--- src/rtl/msx_bus_pkg.sv ---
// Shared state encoding, open-bus value and strobe helper for the MSX bus cycle controller.
// Latency: none, definitions only.
// Backpressure: none, definitions only.
package msx_bus_pkg;

  typedef enum logic [2:0] {
    IDLE,
    DECODE,
    ACCESS,
    HOLD,
    IGNORE
  } msx_state_t;

  // Value presented on the data bus when no device supplies read data.
  localparam logic [7:0] MSX_OPEN_BUS = 8'hFF;

  // Exactly one of RD/WR active marks a bus access; both low is a glitch, not a cycle.
  function automatic logic msx_strobe(input logic rd_n, input logic wr_n);
    return (!rd_n) ^ (!wr_n);
  endfunction

endpackage

--- src/rtl/msx_prio_enc.sv ---
// Fixed-priority one-hot encoder: the lowest set request bit wins, found flags any request.
// Latency: combinational.
// Backpressure: none.
module msx_prio_enc #(
  parameter int N = 4
) (
  input  logic [N-1:0] req,
  output logic [N-1:0] gnt,
  output logic         found
);

  // Scan from bit 0 upward and keep only the first request seen.
  always_comb begin
    gnt   = '0;
    found = 1'b0;
    for (int i = 0; i < N; i++) begin
      if (req[i] && !found) begin
        gnt[i] = 1'b1;
        found  = 1'b1;
      end
    end
  end

endmodule

--- src/rtl/msx_bus_cycle_ctrl.sv ---
// MSX cartridge bus cycle sequencer: detects a cycle, grants one device, returns its read data.
// Latency: REQ_* one edge after the strobe, grant one edge later, data/WAIT release on the ack edge.
// Backpressure: WAIT_n holds the CPU until the device acks or times out (macro MSX_BUS_WAIT_EN).
module msx_bus_cycle_ctrl
  import msx_bus_pkg::*;
#(
  parameter int NUM_DEV = 4,
  parameter int TIMEOUT = 63
) (
  input  logic                   CLK,
  input  logic                   RESET_n,
  input  logic                   BUS_RESET_n,
  input  logic [15:0]            BUS_ADDR,
  input  logic [7:0]             BUS_DIN,
  input  logic                   BUS_RD_n,
  input  logic                   BUS_WR_n,
  input  logic                   BUS_MERQ_n,
  input  logic                   BUS_IORQ_n,
  input  logic                   BUS_SLTSL_n,
  input  logic                   BUS_M1_n,
  output logic [7:0]             BUS_DOUT,
  output logic                   BUS_BUSDIR_n,
  output logic                   BUS_WAIT_n,
  input  logic [NUM_DEV-1:0]     DEV_SEL,
  input  logic [NUM_DEV-1:0]     DEV_ACK,
  input  logic [8*NUM_DEV-1:0]   DEV_RDATA,
  output logic [15:0]            REQ_ADDR,
  output logic [7:0]             REQ_WDATA,
  output logic                   REQ_WR,
  output logic                   REQ_IO,
  output logic [NUM_DEV-1:0]     REQ_GNT,
  output logic                   TIMEOUT_ERR
);

  if (NUM_DEV < 1 || NUM_DEV > 8 || TIMEOUT < 1) begin : g_param_check
    $error("msx_bus_cycle_ctrl: NUM_DEV must be 1..8 and TIMEOUT at least 1");
  end

  msx_state_t         state, state_nxt;
  logic               strobe, strobe_q;
  logic               mem_cyc, io_cyc, cyc_start;
  logic [NUM_DEV-1:0] enc_gnt, gnt_nxt;
  logic               enc_found;
  logic               acked;
  logic [7:0]         ack_rdata, dout_nxt;
  logic               busdir_n_nxt;
  logic               latch_req;

  // Interrupt-acknowledge (IORQ with M1 low) is deliberately not an I/O cycle.
  assign strobe    = msx_strobe(BUS_RD_n, BUS_WR_n);
  assign mem_cyc   = !BUS_MERQ_n && !BUS_SLTSL_n;
  assign io_cyc    = !BUS_IORQ_n && BUS_M1_n;
  assign cyc_start = strobe && !strobe_q && (mem_cyc || io_cyc);

  msx_prio_enc #(.N(NUM_DEV)) u_prio_enc (
    .req   (DEV_SEL),
    .gnt   (enc_gnt),
    .found (enc_found)
  );

  // Only the granted device's ack and read byte are visible; the grant is one-hot so an OR-mux suffices.
  assign acked = |(DEV_ACK & REQ_GNT);
  always_comb begin
    ack_rdata = '0;
    for (int i = 0; i < NUM_DEV; i++) begin
      if (REQ_GNT[i]) ack_rdata = ack_rdata | DEV_RDATA[8*i +: 8];
    end
  end

`ifdef MSX_BUS_WAIT_EN
  localparam int CNT_W = $clog2(TIMEOUT + 1);
  logic [CNT_W-1:0] to_cnt;
  logic             timed_out;
  logic             to_fire;

  // The edge that would bring the counter to TIMEOUT is the one that gives up on the device.
  assign timed_out = (to_cnt == CNT_W'(TIMEOUT - 1));
`endif

  // Next state and next registered outputs; a bus reset overrides everything at the end.
  always_comb begin
    state_nxt = state;
    gnt_nxt   = REQ_GNT;
    dout_nxt  = BUS_DOUT;
    latch_req = 1'b0;
`ifdef MSX_BUS_WAIT_EN
    to_fire   = 1'b0;
`endif
    case (state)
      IDLE: begin
        if (cyc_start) begin
          state_nxt = DECODE;
          latch_req = 1'b1;
        end
      end
      DECODE: begin
        if (enc_found) begin
          state_nxt = ACCESS;
          gnt_nxt   = enc_gnt;
        end else begin
          state_nxt = IGNORE;
        end
      end
      ACCESS: begin
        if (!strobe) begin
          state_nxt = IDLE;
          gnt_nxt   = '0;
        end else if (acked) begin
          state_nxt = HOLD;
          gnt_nxt   = '0;
          dout_nxt  = ack_rdata;
        end
`ifdef MSX_BUS_WAIT_EN
        else if (timed_out) begin
          state_nxt = HOLD;
          gnt_nxt   = '0;
          dout_nxt  = MSX_OPEN_BUS;
          to_fire   = 1'b1;
        end
`endif
      end
      HOLD, IGNORE: begin
        if (!strobe) state_nxt = IDLE;
      end
      default: state_nxt = IDLE;
    endcase
    if (!BUS_RESET_n) begin
      state_nxt = IDLE;
      gnt_nxt   = '0;
      dout_nxt  = MSX_OPEN_BUS;
      latch_req = 1'b0;
`ifdef MSX_BUS_WAIT_EN
      to_fire   = 1'b0;
`endif
    end
    busdir_n_nxt = !((state_nxt == HOLD) && !REQ_WR);
  end

  // State register.
  always_ff @(posedge CLK or negedge RESET_n) begin
    if (!RESET_n) state <= IDLE;
    else          state <= state_nxt;
  end

  // Strobe history, grant, read data, bus direction and latched cycle attributes.
  always_ff @(posedge CLK or negedge RESET_n) begin
    if (!RESET_n) begin
      strobe_q     <= 1'b0;
      REQ_GNT      <= '0;
      BUS_DOUT     <= MSX_OPEN_BUS;
      BUS_BUSDIR_n <= 1'b1;
      REQ_ADDR     <= '0;
      REQ_WDATA    <= '0;
      REQ_WR       <= 1'b0;
      REQ_IO       <= 1'b0;
    end else begin
      strobe_q     <= strobe;
      REQ_GNT      <= gnt_nxt;
      BUS_DOUT     <= dout_nxt;
      BUS_BUSDIR_n <= busdir_n_nxt;
      if (!BUS_RESET_n) begin
        REQ_ADDR  <= '0;
        REQ_WDATA <= '0;
        REQ_WR    <= 1'b0;
        REQ_IO    <= 1'b0;
      end else if (latch_req) begin
        REQ_ADDR  <= BUS_ADDR;
        REQ_WDATA <= BUS_DIN;
        REQ_WR    <= !BUS_WR_n;
        REQ_IO    <= !mem_cyc;
      end
    end
  end

`ifdef MSX_BUS_WAIT_EN
  // Wait counter restarts whenever ACCESS is not active and saturates rather than wrapping.
  always_ff @(posedge CLK or negedge RESET_n) begin
    if (!RESET_n)                       to_cnt <= '0;
    else if (state != ACCESS)           to_cnt <= '0;
    else if (to_cnt != CNT_W'(TIMEOUT)) to_cnt <= to_cnt + CNT_W'(1);
  end

  // WAIT follows the ACCESS state; the timeout error is a single-cycle pulse.
  always_ff @(posedge CLK or negedge RESET_n) begin
    if (!RESET_n) begin
      BUS_WAIT_n  <= 1'b1;
      TIMEOUT_ERR <= 1'b0;
    end else begin
      BUS_WAIT_n  <= (state_nxt != ACCESS);
      TIMEOUT_ERR <= to_fire;
    end
  end
`else
  assign BUS_WAIT_n  = 1'b1;
  assign TIMEOUT_ERR = 1'b0;
`endif

endmodule
--- config.mk ---
export PLATFORM = sky130hd
export DESIGN_NAME = msx_bus_cycle_ctrl
export DESIGN_NICKNAME = d
export VERILOG_FILES = /design/src/rtl/msx_bus_pkg.sv /design/src/rtl/msx_prio_enc.sv /design/src/rtl/msx_bus_cycle_ctrl.sv
export SDC_FILE = /design/constraint.sdc
export NUM_CORES = 1
export LEC_CHECK = 0
export CAP_MARGIN = 20
export CORE_MARGIN = 2
export CORE_UTILIZATION = 40
export CTS_BUF_LIST = sky130_fd_sc_hd__clkbuf_16
export DETAILED_ROUTE_END_ITERATION = 8
export PLACE_DENSITY = 0.93
export RECOVER_POWER = 100
export SETUP_SLACK_MARGIN = 0.05
export SLEW_MARGIN = 15
export SYNTH_ARGS = -nofsm -noshare
export SYNTH_HDL_FRONTEND = slang
export SYNTH_SLANG_ARGS = --single-unit
--- constraint.sdc ---
create_clock -name CLK -period 1.9 [get_ports CLK]
set_input_delay 0.475 -clock CLK [delete_from_list [all_inputs] [get_ports CLK]]
set_output_delay 0.475 -clock CLK [all_outputs]
set_load 0.005 [all_outputs]
## Word-level counts from Yosys, hierarchy flattened

Index checks and enable logic that the tools add are counted.

| cells by class | value |
|---|---|
| add/subtract/negate cells | 0 |
| multiply operators | 0 |
| div/mod/pow operators | 0 |
| $lt $le $gt $ge | 0 |
| equality and inequality tests | 12 |
| shift operators | 0 |
| mux-type cells | 38 |
| bitwise operators | 5 |
| reduce and logical (&&, ||, !) cells | 26 |

Operators with widths:

| cell | count |
|---|---|
| 2-to-1 mux 8 bit | 10 |
| 2-to-1 mux 16 bit | 2 |
| bitwise OR 8 bit | 3 |
| 2-to-1 mux 3 bit | 6 |
| 2-to-1 mux 4 bit | 4 |
| 2-to-1 mux 1 bit | 14 |
| zero test 1 bit | 12 |
| one-hot mux 3 bit (4 select lines) | 1 |
| equality test 3 x 2 -> 1 bit (second input constant) | 3 |
| logical AND 1 bit | 8 |
| inequality test 2 x 1 -> 1 bit (second input constant) | 4 |
| one-hot mux 4 bit (2 select lines) | 1 |
| AND reduction 3 bit | 2 |
| bitwise AND 4 bit | 1 |
| inequality test 4 bit (second input constant) | 1 |
| OR reduction 4 bit | 1 |
| equality test 3 x 1 -> 1 bit (second input constant) | 1 |
| equality test 3 bit (second input constant) | 1 |
| zero test 3 bit | 1 |
| inequality test 3 x 1 -> 1 bit (second input constant) | 1 |
| inequality test 3 bit (second input constant) | 1 |
| OR reduction 2 bit | 1 |
| logical OR 1 bit | 1 |
| XOR 1 bit | 1 |

| word-level totals | value |
|---|---|
| flip-flop bits (word level) | 43 |
| latch bits | 0 |
| bits in writable memories | 0 |
| memory bits (read-only) | 0 |
| input bits | 73 |
| output and inout bits | 41 |
| logic and storage cells | 90 |
| memories kept | 0 |

## Depth between registers and ports, before layout

| depth | value |
|---|---|
| depth after elaboration | 16 |
| gate-level depth with buffers | 7 |
| depth with buffers taken out | 4 |

## By module

From an unflattened synthesis, not the netlist that was laid out.

| unflattened totals | value |
|---|---|
| cell total of the unflattened synthesis | 224 |
| area total of the unflattened synthesis | 2,085.8 um^2 |

By module, submodules not included:

| module | times used | cells each | area an instance (um^2) | seq. area each (um^2) |
|---|---|---|---|---|
| msx_bus_cycle_ctrl | 1 | 219 | 2,048.2 | 1,087.3 |
| msx_prio_enc | 1 | 5 | 37.5 | 0.0 |

## Worst setup path before layout

No wires, ideal clock.

| timing | value |
|---|---|
| kind | in2reg |
| from | input DEV_SEL[1] |
| to | register REQ_GNT[3] |
| setup time | 79 ps |
| arrival time | 1,559 ps |
| required time | 1,821 ps |
| setup slack | 262 ps |
| cell stages on the path | 4 |
| buffers on the path | 0 |
| cell sequence | or4_1 -> a31oi_1 -> a31o_2 -> mux2i_1 |

| between the ends | value |
|---|---|
| longest elaborated chain between the ends | 11 |
| elaborated cells on any way between the ends | 14 |
| those cells by class | 1 x eq/ne; 7 x mux; 6 x reduce/logical |

RTL lines:

| what | RTL line | RTL |
|---|---|---|
| start, declared | msx_bus_cycle_ctrl.sv:24 | `input logic [NUM_DEV-1:0] DEV_SEL,` |
| logical AND 1 bit (*) | msx_prio_enc.sv:17 | `if (req[i] && !found) begin` |
| 2-to-1 mux 1 bit (*) | msx_prio_enc.sv:17 |  |
| zero test 1 bit | msx_prio_enc.sv:17 |  |
| logical AND 1 bit | msx_prio_enc.sv:17 |  |
| 2-to-1 mux 1 bit (*) | msx_prio_enc.sv:17 |  |
| zero test 1 bit | msx_prio_enc.sv:17 |  |
| logical AND 1 bit | msx_prio_enc.sv:17 |  |
| 2-to-1 mux 1 bit | msx_prio_enc.sv:17 |  |
| 2-to-1 mux 4 bit | msx_bus_cycle_ctrl.sv:97 | `if (enc_found) begin` |
| one-hot mux 4 bit (2 select lines) | msx_bus_cycle_ctrl.sv:89 | `case (state)` |
| 2-to-1 mux 4 bit | msx_bus_cycle_ctrl.sv:127 | `if (!BUS_RESET_n) begin` |
| end signal, assigned | msx_bus_cycle_ctrl.sv:158 | `REQ_GNT <= gnt_nxt;` |
| end, declared | msx_bus_cycle_ctrl.sv:31 | `output logic [NUM_DEV-1:0] REQ_GNT,` |

Every way passes the cells marked *; elsewhere a longest branch is shown, timed or not. The select of a mux whose other input is x is not followed.
A chain may end at the register's enable or synchronous reset.

## Final worst setup path

| timing | value |
|---|---|
| from | register BUS_DOUT[1] |
| to | output BUS_DOUT[1] |

RTL lines:

| what | RTL line | RTL |
|---|---|---|
| start, declared | msx_bus_cycle_ctrl.sv:21 | `output logic [7:0] BUS_DOUT,` |
| start signal, assigned | msx_bus_cycle_ctrl.sv:159 | `BUS_DOUT <= dout_nxt;` |

No word-level cell between the ends.

==> results.py <==
metrics = {
    "placement": {
        "hpwl_mm": 4.47,
        "port_buffers": 111,
        "place.gp.congestion": 0.841,
        "dp_cells": 376,
        "place_ws_ns": -0.248,
        "postPlaceCellArea_sq_mm": 0.00344,
    },
    "setup_path": {
        "cp-endpoint": "BUS_DOUT[1]",
        "critPathBufInv": 1,
        "critical_path.startpoint": "BUS_DOUT[1]$_DFFE_PN1P_",
        "cp_slowest_stage_delay_ns": 0.53,
        "r2r-start": "state[0]$_DFF_PN0_",
        "worst-path-max-fanout": 2,
        "cp.arrival_ns": 1.33,
        "reg2reg_setup_slack_ns": 0.14,
        "timing.critical_path.to_type": "output port",
        "worstSetupPathType": "register to output port",
        "start_kind": "register",
        "cp.depth": 1,
        "slowest_stage": "dfstp_1",
        "cp_cell_sequence": "clkdlybuf4s50_1",
        "r2r_cells": 4,
        "critPathTopFamily": "flip-flops",
        "r2r_end": "BUS_DOUT[4]$_DFFE_PN1P_",
        "cp_data_required_time_ns": 1.42,
    },
    "cts": {
        "numCtsBuffers": 5,
        "cts_root_buffer": "clkbuf_16",
        "cts.sinks": 43,
        "clkLatencyLatePin_ns": 0.28,
        "htreeDepth": 2,
        "cts.path.max_buffers": 2,
        "cts_tree": "done",
        "ctsHoldBuffers": 0,
        "clk_pin_slew_ns": 0.07,
    },
    "sta": {
        "min_period_ns": 1.80,
        "drv_slew": 0,
        "clock_skew_ns": 0.0110,
        "slew_headroom": 0.295,
        "worst_pin_slew_ns": 1.06,
        "worst_slack_ns": 0.0964,
        "hold_slack_ns": 0.460,
        "fin_crit_sh": 0.949,
        "setup_viol": 0,
        "totalNegativeSetupSlack_ns": 0,
        "fmax_ghz": 0.554,
        "finalHoldViolCount": 0,
        "grt_setup_unrepaired": "true",
    },
    "run_status": {
        "outcome": "finished clean",
    },
    "final_layout": {
        "num_antenna_cells": 0,
        "syn2layout_area_growth_pct": 64.4,
        "final_nets": 386,
        "stdcell_count": 384,
        "drive_above_1_share": 0.127,
        "postLayoutCoreUtil": 0.693,
        "fin_area_sq_mm": 0.00358,
        "final.fill_count": 398,
        "multi_input_area_sq_mm": 0.00102,
        "register_area_sq_mm": 0.00109,
    },
    "synth": {
        "syn-mean-instance-area_sq_um": 11.2,
        "synth-seq-cells": 43,
        "netlist_instances": 195,
        "yosysTopAreaCell": "dfrtp_1",
        "muxShareOfSynthArea": 0.119,
        "yosysMostFrequentCell": "dfrtp_1",
        "synth-main-ff-cell": "dfrtp_1",
        "async_reset_ff_frac": 1.00,
        "synthAdderAreaFrac": 0,
        "syn-cell-area_sq_mm": 0.00218,
        "synth_xor_area_frac": 0.00746,
        "synth_top_area_frac": 0.390,
        "ys_types": 37,
        "syn-num-nets": 268,
        "yosysSeqAreaShare": 0.499,
        "synth_edf_count": 0,
        "synth-simple-area-share": 0.152,
        "synth_area_leaders": "dfrtp_1 (39%), mux2i_1 (12%), dfstp_2 (11%)",
        "yosys_warnings": 0,
        "yosys-top-cells-count": "dfrtp_1 (34), mux2i_1 (26), nor2b_1 (26)",
        "synth_compound_area_frac": 0.167,
        "synth_top_family_by_area": "compound AO/OA/AOI/OAI gates",
    },
    "pwr": {
        "total_power_mw": 2.17,
        "p_leak_nw": 1.73,
        "peakVddDrop_v": 0.000405,
        "power_density_mw_per_mm2": 604,
    },
    "route": {
        "first_pass_iters": 4,
        "postRouteAntennaNets": 0,
        "vias_per_cell": 5.17,
        "vias": 1985,
        "drc": 0,
        "wl_per_cell_um": 15.7,
        "initialDrtViolationCount": 110,
        "drt-total-wl_mm": 6.04,
    },
    "floorplan": {
        "top_level_ports": 114,
        "placementRows": 26,
        "initial_core_util": 0.421,
        "die_x_um": 77.8,
        "core_area_sq_mm": 0.00517,
        "die-area_sq_mm": 0.00606,
        "dieHeight_um": 77.8,
    },
    "global_route": {
        "grt_use_met2": 0.347,
        "use_met3": 0.0442,
        "grt_pass1_wl_mm": 9.91,
        "gr-usage-met1": 0.268,
        "grt_overflow": 0,
        "grt.total_usage": 0.205,
        "antenna_found_initial": 0,
        "grt.busiest_layer": "met2",
        "grt_pass1_vias": 2031,
        "grt_start_max_net_pins": 44,
    },
    "flow_run": {
        "cap_violations": 0,
    },
    "min_path": {
        "hp-class": "input port to async pin",
    },
}
==> final cells by class <==
type	count	share of cell area
Multi-Input combinational cell	133	0.284
Tap cell	70	0.0244
Timing Repair Buffer	127	0.346
Clock buffer	5	0.0349
Sequential cell	43	0.303
Inverter	3	0.00314
Clock inverter	3	0.00454
==> logic make-up (layout without fill, tap and decap cells) <==
family                 after synthesis  after routing
other                                2              2
multiplexers                        26             26
AO/OA/AOI/OAI                       45             45
flip-flops                          43             43
AND/OR/NAND/NOR                     59             59
buffers and inverters               19            138
XOR/XNOR                             1              1
==> layer usage <==
| layer | part of all wire | up-vias |
|---|---|---|
| li1 | - | 940 |
| met1 | 0.41 | 962 |
| met2 | 0.53 | 75 |
| met3 | 0.042 | 8 |
| met4 | 0.011 | 0 |
| met5 | 0 | - |
==> registers in the layout, indices dropped and copies added, names as in the netlist <==
| register | flops |
|---|---|
| state | 3 |
| REQ_WR | 1 |
| REQ_ADDR | 16 |
| REQ_GNT | 4 |
| REQ_WDATA | 8 |
| REQ_IO | 1 |
| BUS_BUSDIR_n | 1 |
| BUS_DOUT | 8 |
| strobe_q | 1 |
==> worst min-delay path by stage <==
| stage | endpoint | slack, ns | depth (start not counted) |
|---|---|---|---|
| after floorplan | REQ_ADDR[0]$_DFFE_PN0P_ | 0.18 | 0 |
| after global placement | REQ_WDATA[4]$_DFFE_PN0P_ | 0.47 | 2 |
| after detailed placement | REQ_WDATA[4]$_DFFE_PN0P_ | 0.47 | 2 |
| after CTS | REQ_WDATA[4]$_DFFE_PN0P_ | 0.17 | 2 |
| after global routing | BUS_DOUT[7]$_DFFE_PN1P_ | 0.53 | 2 |
| final | REQ_WDATA[0]$_DFFE_PN0P_ | 0.46 | 2 |
==> cells in the final DEF (no fill, tap or decap), types with 2 or more instances in the layout <==
master and instances:
nor4b_1 2, dfstp_2 5, conb_1 2, nor2b_1 26, nand2_1 17, o21ai_0 3
dfrtp_1 34, a22o_1 10, a21oi_1 3, dlygate4sd3_1 30, clkdlybuf4s50_1 80, clkbuf_16 5
nor2_1 5, a221oi_1 8, inv_1 4, buf_4 13, a31o_2 2, mux2i_1 26
dfstp_1 4, o211ai_1 10
==> where the power goes <==
group          switching, mW  internal (mW)  total (mW)
sequential            0.0187          0.946       0.965
clock                  0.331          0.479       0.810
combinational          0.144          0.247       0.391
total                  0.493           1.67        2.17
==> repair_timing <==
item,4_1_cts,5_1_grt
resized for setup,1,3
setup buffers,0,0
setup endpoints to repair,2,4
pin swaps,0,1
No activity file was read; power rests on OpenSTA's default activity.
